--- src/rtl/multiword_add_seq.sv ---
// Wide adder that reuses one 2-bit add slice over WIDTH/2 cycles, LSB slice first.
// start/busy/done handshake; sum/cout are held until the next completion.

module add2_slice (
   input  logic [1:0] a,
   input  logic [1:0] b,
   input  logic       ci,
   output logic [1:0] s,
   output logic       co
);
   assign {co, s} = {1'b0, a} + {1'b0, b} + {2'b00, ci};
endmodule

module multiword_add_seq #(
   parameter int WIDTH = 8,
   parameter int CNT_W = $clog2(WIDTH/2) + 1
) (
   input  logic             clk,
   input  logic             rst_n,
   input  logic             start,
   input  logic [WIDTH-1:0] a,
   input  logic [WIDTH-1:0] b,
   input  logic             cin,
   output logic             busy,
   output logic             done,
   output logic [WIDTH-1:0] sum,
   output logic             cout
);
   localparam int N = WIDTH / 2;

   typedef enum logic [1:0] {IDLE, RUN, DONE} state_t;

   state_t           state, state_nxt;
   logic             accept, last;
   logic [CNT_W-1:0] cnt;
   logic [WIDTH-1:0] a_reg, b_reg, work, work_nxt;
   logic [WIDTH-1:0] a_sh, b_sh;
   logic             carry;
   logic [1:0]       ss;
   logic             sc;
   logic [WIDTH-1:0] sum_q;
   logic             cout_q;

   assign last = (cnt == CNT_W'(N - 1));

   always_comb begin
      state_nxt = state;
      accept    = 1'b0;
      busy      = 1'b0;
      done      = 1'b0;
      case (state)
         IDLE: begin
            if (start) begin
               accept    = 1'b1;
               state_nxt = RUN;
            end
         end
         RUN: begin
            busy = 1'b1;
            if (last) state_nxt = DONE;
         end
         DONE: begin
            done = 1'b1;
            // back-to-back start is accepted straight from DONE
            if (start) begin
               accept    = 1'b1;
               state_nxt = RUN;
            end else begin
               state_nxt = IDLE;
            end
         end
         default: state_nxt = IDLE;
      endcase
   end

   // current slice operands: bits [2k+1:2k] shifted down to the bottom
   assign a_sh = a_reg >> {cnt, 1'b0};
   assign b_sh = b_reg >> {cnt, 1'b0};

   add2_slice u_slice (
      .a  (a_sh[1:0]),
      .b  (b_sh[1:0]),
      .ci (carry),
      .s  (ss),
      .co (sc)
   );

   always_comb begin
      work_nxt = work;
      for (int k = 0; k < N; k++) begin
         if (cnt == CNT_W'(k)) work_nxt[2*k +: 2] = ss;
      end
   end

   always_ff @(posedge clk) begin
      if (!rst_n) begin
         state  <= IDLE;
         cnt    <= '0;
         a_reg  <= '0;
         b_reg  <= '0;
         work   <= '0;
         carry  <= 1'b0;
         sum_q  <= '0;
         cout_q <= 1'b0;
      end else begin
         state <= state_nxt;
         if (accept) begin
            a_reg <= a;
            b_reg <= b;
            carry <= cin;
            cnt   <= '0;
            work  <= '0;
         end else if (state == RUN) begin
            work  <= work_nxt;
            carry <= sc;
            cnt   <= cnt + 1'b1;
            // final slice: publish the result together with its carry
            if (last) begin
               sum_q  <= work_nxt;
               cout_q <= sc;
            end
         end
      end
   end

   assign sum  = sum_q;
   assign cout = cout_q;

endmodule

--- config.mk ---
export PLATFORM = sky130hd
export DESIGN_NAME = multiword_add_seq
export DESIGN_NICKNAME = d
export VERILOG_FILES = /design/src/rtl/multiword_add_seq.sv
export SDC_FILE = /design/constraint.sdc
export NUM_CORES = 1
export LEC_CHECK = 0
export CORE_MARGIN = 3
export CORE_UTILIZATION = 52
export DETAILED_ROUTE_END_ITERATION = 7
export PLACE_DENSITY = 0.9
export SYNTH_ARGS = -nofsm -noshare
export SYNTH_HDL_FRONTEND = slang
export SYNTH_SLANG_ARGS = --single-unit
--- constraint.sdc ---
create_clock -name clk -period 3.4 [get_ports clk]
set_clock_uncertainty 0.2 [all_clocks]
set_input_delay 0.51 -clock clk [delete_from_list [all_inputs] [get_ports clk]]
set_output_delay 0.51 -clock clk [all_outputs]
set_load 0.03 [all_outputs]
==> impl_metrics.yaml <==
outcome:
  run_status: "complete, no violations"
floorplan:
  coreArea_sq_mm: 0.003153
  fp.dieArea_sq_mm: 0.004154
  die_w_um: 64.45
  ios: 31
  start_util_pct: 56.35
  rows: 20
  chipHeight_um: 64.45
cells_and_area:
  drive_gt1_share_pct: 10.85
  area_growth_pct: 20.63
  final_cells: 256
  postLayoutCellArea_sq_mm: 0.002143
  nNetsFinal: 238
  multiInputGateArea_sq_um: 903.4
  final-seq-area_sq_um: 740.7
  diodes: 0
  fillCellCount: 250
logic_synthesis:
  synth-edff-count: 0
  avgSynthCellArea_sq_um: 9.604
  yosys.area.top_type: "dfxtp_1"
  synth_area_leaders: "dfxtp_1 42%, nand2_1 9.3%, mux4_1 4.4%"
  ys_ff_latch: 37
  syn_inst: 185
  syn_area_sq_mm: 0.001777
  synth_top_area_share_pct: 41.69
  synth-main-ff-cell: "dfxtp_1"
  yosys_warnings: 0
  yosys-top-cells-count: "44 x nand2_1, 37 x dfxtp_1, 10 x a21boi_1"
  synth_fp_nets: 212
  ys_seq_area_share_pct: 41.69
  synth.most_common_cell: "nand2_1"
  postSynth.asyncResetShare_pct: 0
  synth_cell_types: 31
clock_network:
  cts-root-buf: "clkbuf_4"
  clock_latency_ns: 0.34
  cts_tree: "yes"
  cts.path.max_buffers: 2
  numCtsBuffers: 5
  cts.repair.resized: 0
  htreeDepth: 2
  postCtsSetupBuffers: 0
  hold_buffers: 0
  clk_pin_slew_ns: 0.11
  cts_num_sinks: 37
drt:
  drtIter0Drc: 76
  wl_um: 3227
  ant_nets: 0
  dr.pass1.iters: 4
  drc_errors: 0
  num_vias: 1347
  routedWlPerCell_um: 12.61
  viasPerCell: 5.262
critical_path:
  path_common_cell: "fa_1"
  path_delay_family: "adder cells"
  worstSetupStartpointType: "flop"
  cp_max_fo: 8
  path_buf_inv: 0
  cp_slowest_cell: "mux4_1"
  cp.required_ns: 3.46
  path_class: "flop to flop"
  crit_arrival_ns: 2.80
  end_kind: "flop"
  crit_chain: "mux4_1 -> nand2_1 -> fa_1 -> fa_1 -> nor3b_1 -> a21oi_1 -> o22ai_1"
  max_stage_delay_ns: 0.60
global_routing:
  overflow: 0
  track_usage_pct: 17.20
  grt_pass1_vias: 1345
  grt_max_degree: 19
  grt_pass1_wl_um: 5713
  grt_antenna_before_repair: 0
pwr:
  max-vdd-ir-drop_mv: 0.2789
  leakagePower_nw: 0.8031
  p_per_area_mw_per_mm2: 453.0
hold_path:
  hp-class: "flop to flop"
timing:
  setup_tns_ns: 0
  fin_crit_ns: 2.732
  relSlewSlack_pct: 66.02
  drv_slew: 0
  rsz0062_at_grt: "no"
  hold_violations: 0
  period_share_pct: 80.34
  fmax_mhz: 366.1
  tightestPinTransition_ns: 0.5081
  setup_violations: 0
placement:
  placed_cell_area_sq_mm: 0.002041
  dpl.hpwl_um: 2463
  gp_congestion: 0.8018
  io_buffers: 30
  post-place-cells: 248
job:
  maxCapViolations: 0
## area by class of cell
cell class | instances | share of cell area [%]
multi-input cells | 129 | 42.15
inverters | 5 | 0.8757
clock buffers | 5 | 1.751
well taps | 44 | 2.569
flip-flops and latches | 37 | 34.56
repair buffers | 33 | 15.06
clock inverters | 3 | 3.036
## cell families after synthesis
logic type               count (synthesis)  share of synthesized area [%]
AO/OA/AOI/OAI                           42                          18.03
XOR/XNOR                                 1                         0.4930
adder cells (fa/ha/maj)                  7                          5.775
buffers and inverters                   19                          7.464
flip-flops                              37                          41.69
multiplexers                             5                          6.268
AND/OR/NAND/NOR                         74                          20.28
## final timing paths
check | start | endpoint | slack, ns | depth (start not counted)
worst max-delay path | cnt[0] | sum[3] | 0.67 | 7
worst min-delay path | a_reg[3] | a_reg[3] | 0.26 | 2
worst max register to register | cnt[0] | sum[3] | 0.67 | 7
worst min register to register | a_reg[3] | a_reg[3] | 0.26 | 2
## metrics by stage
stage          setup slack [ns]  util [%]  hold slack, ns  power, mW
2_1_floorplan            0.9196         -          0.2303     0.5721
3_3_place_gp             0.7733     64.72          0.2414     0.6033
3_5_place_dp             0.6609     64.72          0.2449     0.6081
4_1_cts                  0.6370     67.98          0.2604     0.9757
5_1_grt                  0.4926     67.98          0.2799      1.010
6_report                 0.6684     67.98          0.2565     0.9709
## routing by layer
metal | track usage, % | wire (um) | up-vias
met5 | 0 | 0 | -
met3 | 4.159 | 119 | 3
met2 | 32.47 | 1668 | 22
met1 | 18.66 | 1418 | 635
li1 | - | - | 687
met4 | 5.541 | 21 | 0
## layout by cell type (no fill, tap or decap), drive strengths merged
cell / Yosys / layout
a211oi: 8 / 8
a21boi: 16 / 16
a21oi: 7 / 7
and2b: 2 / 2
and3b: 1 / 1
and4bb: 3 / 3
buf: 13 / 3
bufinv: 0 / 2
clkbuf: 1 / 5
clkdlybuf4s50: 0 / 30
clkinv: 0 / 1
dfxtp: 37 / 37
fa: 2 / 2
ha: 5 / 5
inv: 5 / 5
mux2i: 1 / 1
mux4: 4 / 4
nand2: 46 / 46
nand2b: 4 / 4
nor2: 9 / 9
nor2b: 2 / 2
nor3: 1 / 1
nor3b: 6 / 6
o211a: 2 / 2
o21a: 1 / 1
o21ai: 2 / 2
o22ai: 6 / 6
xnor2: 1 / 1
## tightest hold or removal path, cell delays in order, from the launching register on
cell      delay (ns)
dfxtp_1         0.32
nand2_1         0.05
a21boi_1        0.05
## power by group
group          internal, mW  switching, mW
logic                0.0652         0.0669
clock network         0.228          0.146
registers             0.451         0.0139
total                 0.744          0.227
No activity file was read; power rests on OpenSTA's default activity.
